File: config.mk
export PLATFORM = sky130hd
export DESIGN_NAME = switch_port_rx
export DESIGN_NICKNAME = d
export VERILOG_FILES = /design/src/rtl/switch_port_rx.sv
export SDC_FILE = /design/constraint.sdc
export NUM_CORES = 1
export LEC_CHECK = 0
export CAP_MARGIN = 20
export CELL_PAD_IN_SITES_DETAIL_PLACEMENT = 2
export CELL_PAD_IN_SITES_GLOBAL_PLACEMENT = 2
export CORE_UTILIZATION = 42
export CTS_BUF_LIST = sky130_fd_sc_hd__clkbuf_2
export CTS_CLUSTER_DIAMETER = 100
export CTS_CLUSTER_SIZE = 10
export DETAILED_ROUTE_END_ITERATION = 10
export PLACE_DENSITY = 0.95
export SYNTH_ARGS = -nofsm -noshare
export SYNTH_HDL_FRONTEND = slang
export SYNTH_SLANG_ARGS = --single-unit
export TNS_END_PERCENT = 100
File: constraint.sdc
create_clock -name clk -period 3.6 [get_ports clk]
set_clock_uncertainty 0.05 [all_clocks]
set_input_delay 0.72 -clock clk [delete_from_list [all_inputs] [get_ports clk]]
set_output_delay 0.72 -clock clk [all_outputs]
set_load 0.01 [all_outputs]
File: src/rtl/switch_port_rx.sv
// Receive endpoint for one switch output port: registers each packet, filters on PORT_ID,
// buffers accepted packets in a first-word-fall-through FIFO and keeps saturating statistics.
module switch_port_rx #(
  parameter int unsigned PORT_ID    = 0,
  parameter int unsigned FIFO_DEPTH = 4,
  parameter int unsigned CNT_W      = 16
) (
  input  logic                          clk,
  input  logic                          rst_n,
  input  logic                          sw_valid,
  input  logic [3:0]                    sw_source,
  input  logic [3:0]                    sw_target,
  input  logic [7:0]                    sw_data,
  output logic                          host_valid,
  input  logic                          host_ready,
  output logic [3:0]                    host_source,
  output logic [3:0]                    host_target,
  output logic [7:0]                    host_data,
  output logic [$clog2(FIFO_DEPTH):0]   fifo_level,
  output logic [CNT_W-1:0]              pkt_count,
  output logic [CNT_W-1:0]              drop_count,
  output logic [CNT_W-1:0]              misroute_count,
  input  logic                          clr_stats
);

  localparam int unsigned PTR_W = $clog2(FIFO_DEPTH);
  localparam int unsigned LVL_W = PTR_W + 1;
  localparam logic [LVL_W-1:0] FULL_LVL = LVL_W'(FIFO_DEPTH);
  localparam logic [1:0] PORT_IDX = PORT_ID[1:0];

  // Stage 1: unconditional capture, the switch cannot be stalled
  logic       in_valid_q;
  logic [3:0] in_source_q;
  logic [3:0] in_target_q;
  logic [7:0] in_data_q;

  logic [15:0]            mem_q [FIFO_DEPTH];
  logic [PTR_W-1:0]       wr_ptr_q, wr_ptr_d;
  logic [PTR_W-1:0]       rd_ptr_q, rd_ptr_d;
  logic [LVL_W-1:0]       level_q, level_d;
  logic [CNT_W-1:0]       pkt_q, pkt_d;
  logic [CNT_W-1:0]       drop_q, drop_d;
  logic [CNT_W-1:0]       mis_q, mis_d;

  logic hit, push_cand, misroute, full, pop, push, drop;

  function automatic logic [CNT_W-1:0] sat_next(input logic [CNT_W-1:0] cnt, input logic inc,
                                                input logic clr);
    if (clr) begin
      return '0;
    end else if (inc && (cnt != {CNT_W{1'b1}})) begin
      return cnt + CNT_W'(1);
    end
    return cnt;
  endfunction

  always_comb begin
    hit       = in_target_q[PORT_IDX];
    push_cand = in_valid_q && hit;
    misroute  = in_valid_q && !hit;
    full      = (level_q == FULL_LVL);
    pop       = (level_q != '0) && host_ready;
    // A full FIFO can still take a packet when the head leaves in the same cycle
    push      = push_cand && (!full || pop);
    drop      = push_cand && full && !pop;

    wr_ptr_d = push ? wr_ptr_q + PTR_W'(1) : wr_ptr_q;
    rd_ptr_d = pop ? rd_ptr_q + PTR_W'(1) : rd_ptr_q;
    level_d  = level_q;
    unique case ({push, pop})
      2'b10:   level_d = level_q + LVL_W'(1);
      2'b01:   level_d = level_q - LVL_W'(1);
      default: level_d = level_q;
    endcase

    pkt_d  = sat_next(pkt_q, pop, clr_stats);
    drop_d = sat_next(drop_q, drop, clr_stats);
    mis_d  = sat_next(mis_q, misroute, clr_stats);
  end

  always_ff @(posedge clk or negedge rst_n) begin
    if (!rst_n) begin
      in_valid_q  <= 1'b0;
      in_source_q <= '0;
      in_target_q <= '0;
      in_data_q   <= '0;
      wr_ptr_q    <= '0;
      rd_ptr_q    <= '0;
      level_q     <= '0;
      pkt_q       <= '0;
      drop_q      <= '0;
      mis_q       <= '0;
    end else begin
      in_valid_q  <= sw_valid;
      in_source_q <= sw_source;
      in_target_q <= sw_target;
      in_data_q   <= sw_data;
      wr_ptr_q    <= wr_ptr_d;
      rd_ptr_q    <= rd_ptr_d;
      level_q     <= level_d;
      pkt_q       <= pkt_d;
      drop_q      <= drop_d;
      mis_q       <= mis_d;
    end
  end

  // Storage needs no reset: outputs are masked whenever the FIFO is empty
  always_ff @(posedge clk) begin
    if (push) begin
      mem_q[wr_ptr_q] <= {in_source_q, in_target_q, in_data_q};
    end
  end

  always_comb begin
    host_valid = (level_q != '0);
    {host_source, host_target, host_data} = host_valid ? mem_q[rd_ptr_q] : 16'h0000;
    fifo_level     = level_q;
    pkt_count      = pkt_q;
    drop_count     = drop_q;
    misroute_count = mis_q;
  end

endmodule

## After elaboration in Yosys (flattened, before gate mapping)

Memories as Yosys holds them, arrays and structs flattened.
Cells that the tools add are included.

- Output and inout port bits: 68
- RAM bits: 64
- Input port bits: 21
- Memories kept: 1
- Bits in registers: 72

Memories:

| memory | words | bits a word | read ports | clocked after Yosys merged registers in | wr ports | line | source |
|---|---|---|---|---|---|---|---|
| mem_q | 4 | 16 | 1 | 0 | 1 | 37 | `logic [15:0] mem_q [FIFO_DEPTH];` |

- Reductions and logical operators: 15
- Add/sub/neg operators: 7
- Muxes and demuxes: 16
- Eq/ne operators: 6

Operator list:

| operator | number |
|---|---|
| 16-bit 2-to-1 mux | 7 |
| 16-bit by 1-bit adder with 16-bit output (second input constant) | 3 |
| 16-bit inequality test (second input constant) | 3 |
| 1-bit logical AND | 9 |
| 1-bit 2-to-1 mux | 8 |
| 3-bit one-hot mux with 2 select lines | 1 |
| 2-bit by 1-bit adder with 2-bit output (second input constant) | 2 |
| 3-bit by 1-bit adder with 3-bit output (second input constant) | 1 |
| 3-bit == test (second input constant) | 1 |
| 1-bit logical NOT | 3 |
| 3-bit nonzero test | 1 |
| 3-bit by 1-bit subtractor with 3-bit output (second input constant) | 1 |
| 2-bit by 1-bit == test with 1-bit output (second input constant) | 1 |
| 2-bit == test (second input constant) | 1 |
| 2-bit nonzero test | 1 |
| 1-bit logical OR | 1 |

## Longest topological paths before layout

- Word-level depth: 7
- Mapped depth: 7
- Gate-level depth less buffers: 7

## Least setup slack after synthesis

OpenSTA, ideal clock, no wires.

- Path kind: register to output
- Start: register rd_ptr_q[0]
- End: output port host_data[7]
- Path slack: 1291 ps
- Path buffers: 2
- Cell stages (with the launch flop): 5
- Arrival time: 1539 ps
- Required time: 2830 ps
- Path through: dfrtp_1 -> buf_2 -> buf_2 -> mux4_2 -> nor2b_1

- Longest elaborated chain between the ends: 2

Ends and longest elaborated chain:

| item | line | source |
|---|---|---|
| start: declaration | 39 | `logic [PTR_W-1:0] rd_ptr_q, rd_ptr_d;` |
| start signal: assignment | 99 | `rd_ptr_q <= rd_ptr_d;` |
| memory read 4 x 16 bit | n/a |  |
| 16-bit 2-to-1 mux | 116 | `{host_source, host_target, host_data} = host_valid ? mem_q[rd_ptr_q] : 16'h0000;` |
| end: declaration | 18 | `output logic [7:0] host_data,` |

Every way passes these cells.

## Worst setup path after layout

- Start: register rd_ptr_q[0]
- End: output port host_data[0]

Same word-level chain as after synthesis.

==> reports/qor.txt <==
setup violators final = 0
Core Area = 13900 sq um
register clock-pin slew on the reported worst setup and hold paths = 0.21 ns
HP Class = primary input to asynchronous set/reset pin
die span in y = 122 microns
H-tree depth reported by CTS = 4
ratio of cells with drive above 1 in the final layout = 12.8%
Syn Area/Cell = 13.5 sq um
setup bufs post-CTS = 0
first-pass GRT wire length = 27300 microns
Post-Syn Instances = 445
drt total wl = 16900 microns
Synth Register Bits = 136
leakage power = 2.62 nW
sequential fraction of the synthesis area = 62.1%
Rows = 43
clock sink total = 136
Clock Latency Late Sink = 0.72 ns
die area = 14800 sq um
Ports = 89
GR Util All Layers = 24.9%
Post-synth EDFFs = 64
Root Buffer = clkbuf_2
Synth async-reset ratio = 52.9%
CTS Hold Bufs = 0
initial core utilization = 43.1%
PortBufs = 88
WHS = 0.0740 ns
Final nets = 572
total CTS buffers = 17
GPL Wtd Cong = 0.792
Layout area overhead = 22.4%
detailed router's first-iteration violation count = 176
unrepaired setup endpoints after global routing = false
Reg area = 3720 sq um
vias = 4330
wire per inst = 23.0 microns
YS warnings = 0
WS Path Type = register to output port
P per Cell Area = 549 nW/um^2
initial antenna violation count = 0
Top FF cell, synth = dfrtp_1
TritonRoute pass-1 iters = 4
Antenna Cells = 0
Clock Tree Buf Depth = 2
Max Cap Viol = 0
CTS-repair resized insts = 0
Multi-input gate area = 2130 sq um
Slew @ Worst Pin = 1.05 ns
DP HPWL = 11300 microns
post-synth net total = 474
R2R cell count = 4
minimum clock period = 3.41 ns
fin crit share = 94.7%
Fin Setup TNS = 0 ns
status = completed
GRT Residual Overflow = 0
Hold Fails Final Rpt = 0
Peak supply drop = 207 uV
critical path launch point type = register
largest net degree at the start of global routing = 73
WP data arrival = 2.64 ns
Slew HR = 29.2%
fillcell total = 1368
CTS tree = built
mapped cell area = 6000 sq um
Worst EP required = 2.83 ns
f_max = 293 MHz
Crit. End Element = output port
Synth top area share = 32.0%
Routed Antenna Nets = 0
Slew Viols, Final = 0
Die X-Extent = 122 microns
routed vias/inst = 5.88
post-synthesis cell type count = 51
DRC = 0
synth top area cells = edfxtp_1 (32%), dfrtp_1 (30%), mux4_2 (6.0%), a21oi_1 (2.9%), o31ai_1 (2.9%)
cell type with the largest total area after synthesis = edfxtp_1
vias in the first global route = 4799
Crit Path Max Fanout = 16
## kinds of logic after synthesis
logic type,synth area share [%]
flip-flops,62.1
adder cells (fa/ha/maj),1.79
AND/OR/NAND/NOR,15.9
buffers and inverters,2.56
XOR/XNOR,0.876
multiplexers,7.65
AO/OA/AOI/OAI,9.15
## state kept, by name, indices dropped and copies added (netlist names)
signal	cells
drop_count	16
mem_q	64
in_source_q	4
wr_ptr_q	2
rd_ptr_q	2
in_target_q	4
in_valid_q	1
misroute_count	16
pkt_count	16
fifo_level	3
in_data_q	8
## report_power, final
| part | switching [W] | leakage, nW | internal, W |
|---|---|---|---|
| registers | 0.000151 | 1.53 | 0.00176 |
| clock network | 0.000573 | 0.153 | 0.000451 |
| logic | 0.000488 | 0.940 | 0.000608 |
## worst max-delay path, stage by stage (launching register included)
cell	delay (ns)
dfrtp_1	0.47
buf_6	0.28
mux4_2	0.56
nor2b_1	0.16
clkdlybuf4s50_1	0.48
## layout make-up
class / instances / share of cell area [%]
Sequential cell: 136 / 50.7
Multi-Input combinational cell: 279 / 29.0
Inverter: 12 / 0.613
Clock inverter: 14 / 2.47
Clock buffer: 18 / 1.23
Timing Repair Buffer: 97 / 12.9
Tap cell: 180 / 3.07
## final timing paths
path / from / endpoint / slack [ns]
min in group clk: sw_target[0] / in_target_q[0] / 0.37
max in group asynchronous: rst_n / rd_ptr_q[1] / 2.66
min reg2reg: in_source_q[1] / mem_q[1][13] / 0.47
max reg2reg: misroute_count[11] / misroute_count[0] / 1.01
min: rst_n / drop_count[10] / 0.07
max: rd_ptr_q[0] / host_data[0] / 0.19
## cells in the final DEF (no fill, tap or decap), types with 6 or more instances in the layout
master / count
a21oi_1: 35
nand2_1: 21
or3_1: 10
o31ai_1: 22
clkdlybuf4s50_1: 86
nor2_1: 12
clkbuf_2: 18
edfxtp_1: 64
nand3_1: 11
nor4_1: 6
ha_1: 7
inv_1: 12
nor2b_1: 24
buf_4: 9
nand4_1: 17
dfrtp_1: 71
mux4_2: 16
o21ai_0: 12
or4_1: 22
## synth_stat cells (all sizes together) (3+ instances only)
| cell | number |
|---|---|
| dfrtp | 72 |
| edfxtp | 64 |
| a21oi | 35 |
| nor2b | 24 |
| o31ai | 23 |
| or4 | 22 |
| nand2 | 21 |
| nand4 | 18 |
| mux4 | 16 |
| inv | 12 |
| nand3 | 12 |
| nor2 | 12 |
| o21ai | 12 |
| clkbuf | 10 |
| or3 | 10 |
| buf | 8 |
| ha | 7 |
| mux2 | 7 |
| and2 | 6 |
| and4 | 6 |
| nor4 | 6 |
| and3 | 5 |
| nor3 | 5 |
| xnor2 | 5 |
| o41ai | 4 |
| a311oi | 3 |
| nor4b | 3 |
## metrics by stage
step | power (W) | worst slack (ns) | utilization (%) | cell area, sq um | instances
6_report | 0.00403 | 0.191 | 52.7 | 7340 | 736
5_1_grt | 0.00424 | 0.0122 | 52.7 | 7340 | 736
4_1_cts | 0.00410 | 0.00503 | 52.7 | 7340 | 736
3_5_place_dp | 0.00306 | 0.723 | 50.7 | 7070 | 704
3_3_place_gp | 0.00297 | 0.839 | 50.7 | 7070 | 704
2_1_floorplan | 0.00250 | 1.29 | - | 6000 | 445
## metal layers
metal | part of all wire [%] | global-route usage (%) | vias to the layer above
li1 | - | - | 1940
met1 | 42 | 31.5 | 2262
met2 | 53 | 42.7 | 103
met3 | 3.3 | 5.20 | 25
met4 | 1.7 | 7.79 | 0
met5 | 0 | 0 | -
No activity file was read; power rests on OpenSTA's default activity.
==> RTL change (config.mk and constraints unchanged) <==
Set the parameter `CNT_W` to 32 (it was 16).
--- a/src/rtl/switch_port_rx.sv
+++ b/src/rtl/switch_port_rx.sv
@@ -4,5 +4,5 @@
   parameter int unsigned PORT_ID    = 0,
   parameter int unsigned FIFO_DEPTH = 4,
-  parameter int unsigned CNT_W      = 16
+  parameter int unsigned CNT_W      = 32
 ) (
   input  logic                          clk,
Ports: changed (resized drop_count, misroute_count and pkt_count); port bits go from 89 to 137. No check against the original RTL was run, so the function may have changed too.
==> RTL change against the original RTL <==
- routed wire length grew 78%
- power up 21%
- utilization rose by 0.35 points
- via count grew 66%
- setup slack got worse by 84 ps
- critical path depth decreased by 1
- sequential share of layout area decreased by 4.7 points
- sequential cell count grew 48
- area after synthesis increased by 44%
- design area grew 46%
- die area up 43%
==> RTL change: results (changes against the original RTL) <==
status: "finished clean"
wl_met2_um: 16100  # +81%
grt_pass1_wl_um: 48100  # +76%
powerSeq_mw: 2.47  # +29%
grt_usage_pct: 29.8  # +4.9 points
async_flop_share_pct: 65.2  # +12 points
grt_util_met2_pct: 53.5  # +11 points
yosys-top-cells-count: "dfrtp_1, a21oi_1, edfxtp_1, nor2_1, nand2_1"
netSwitchingPower_mw: 1.67  # +38%
viasPerCell: 6.02  # +2.3%
drive_gt1_share_pct: 10.7  # -2.1 points
place_inst: 1160  # +65%
gr-usage-met1_pct: 34.9  # +3.3 points
use_met3_pct: 5.19  # -0.0079 points
rr_worst_depth: 6  # +2
place_congestion: 0.755  # -4.7%
avgSynthCellArea_um2: 11.2  # -17%
relSlewSlack_pct: 46.0  # +17 points
synth_compound_area_share_pct: 9.55  # +0.39 points
max_freq_ghz: 0.286  # -2.4%
worstReg2RegEnd: "drop_count[26]$_DFFE_PN0P_"
port_buffers: 136  # +55%
ys_seq_area_share_pct: 57.1  # -5.0 points
ff2ff_setup_slack_ps: 610  # -400 ps
cp-startpoint: "rd_ptr_q[1]$_DFFE_PN0P_"
pg_comb_mw: 1.26  # +15%
placed_area_mm2: 0.0104  # +47%
muxShareOfSynthArea_pct: 6.62  # -1.0 points
holdCritPathClass: "in2reg"
grt_max_degree: 54  # -26%
clk_pin_slew_worst_paths_ps: 330  # +120 ps
synth_xor_area_share_pct: 1.83  # +0.95 points
max-vdd-ir-drop_v: 0.000232  # +12%
wl_met1_um: 11900  # +67%
p_leak_nw: 3.81  # +45%
syn-num-nets: 796  # +68%
netlist_top_cells_area: "dfrtp_1, edfxtp_1, mux4_2, a21oi_1, or3_1"
[RTL change: cell count changes after synthesis, sizes merged, moves of 9 or more]
cell / before / now
a21oi: 35 / 64
clkbuf: 10 / 24
dfrtp: 72 / 120
mux2: 7 / 16
nand2: 21 / 44
nand3: 12 / 33
nand4: 18 / 32
nor2: 12 / 48
nor2b: 24 / 34
nor4: 6 / 16
o21ai: 12 / 42
or3: 10 / 39
[RTL change: layout make-up]
cell class | instances | area share [%]
Timing Repair Buffer | 161 | 14.8
Sequential cell | 184 | 46.0
Inverter | 19 | 0.666
Clock buffer | 17 | 0.795
Antenna cell | 1 | 0.0234
Clock inverter | 15 | 1.79
Tap cell | 270 | 3.16
Multi-Input combinational cell | 529 | 32.7
[RTL change: per-stage QoR]
step	hold slack (ps)	utilization, %	power, mW
final	216	53.1	4.90
after global routing	157	53.1	5.08
after CTS	192	53.0	4.92
after detailed placement	452	51.5	3.71
after global placement	419	51.5	3.57
after floorplan	374	-	3.04
[RTL change: critical path, cell delays in order (launching register included)]
cell and delay (ps):
dfrtp_2 750, mux4_2 320, nor2b_1 220, clkdlybuf4s50_1 600
[RTL change: logic make-up (layout without fill, tap and decap cells)]
logic type | Yosys count | count (layout)
AOI/OAI and AO/OA | 143 | 143
DFF | 184 | 184
xor gates and xnor gates | 18 | 18
and+or+nand+nor | 325 | 325
muxes | 35 | 35
other | 0 | 1
buffers and inverters | 54 | 212
adders and majority gates | 8 | 8
[RTL change: repair_timing]
| item | in CTS | in global routing |
|---|---|---|
| buffers inserted | 2 | 0 |
| hold endpoints to repair | 49 | 0 |
| endpoints found under the setup margin | 16 | 0 |
| hold buffers | 1 | 0 |
| resized for setup | 2 | 0 |
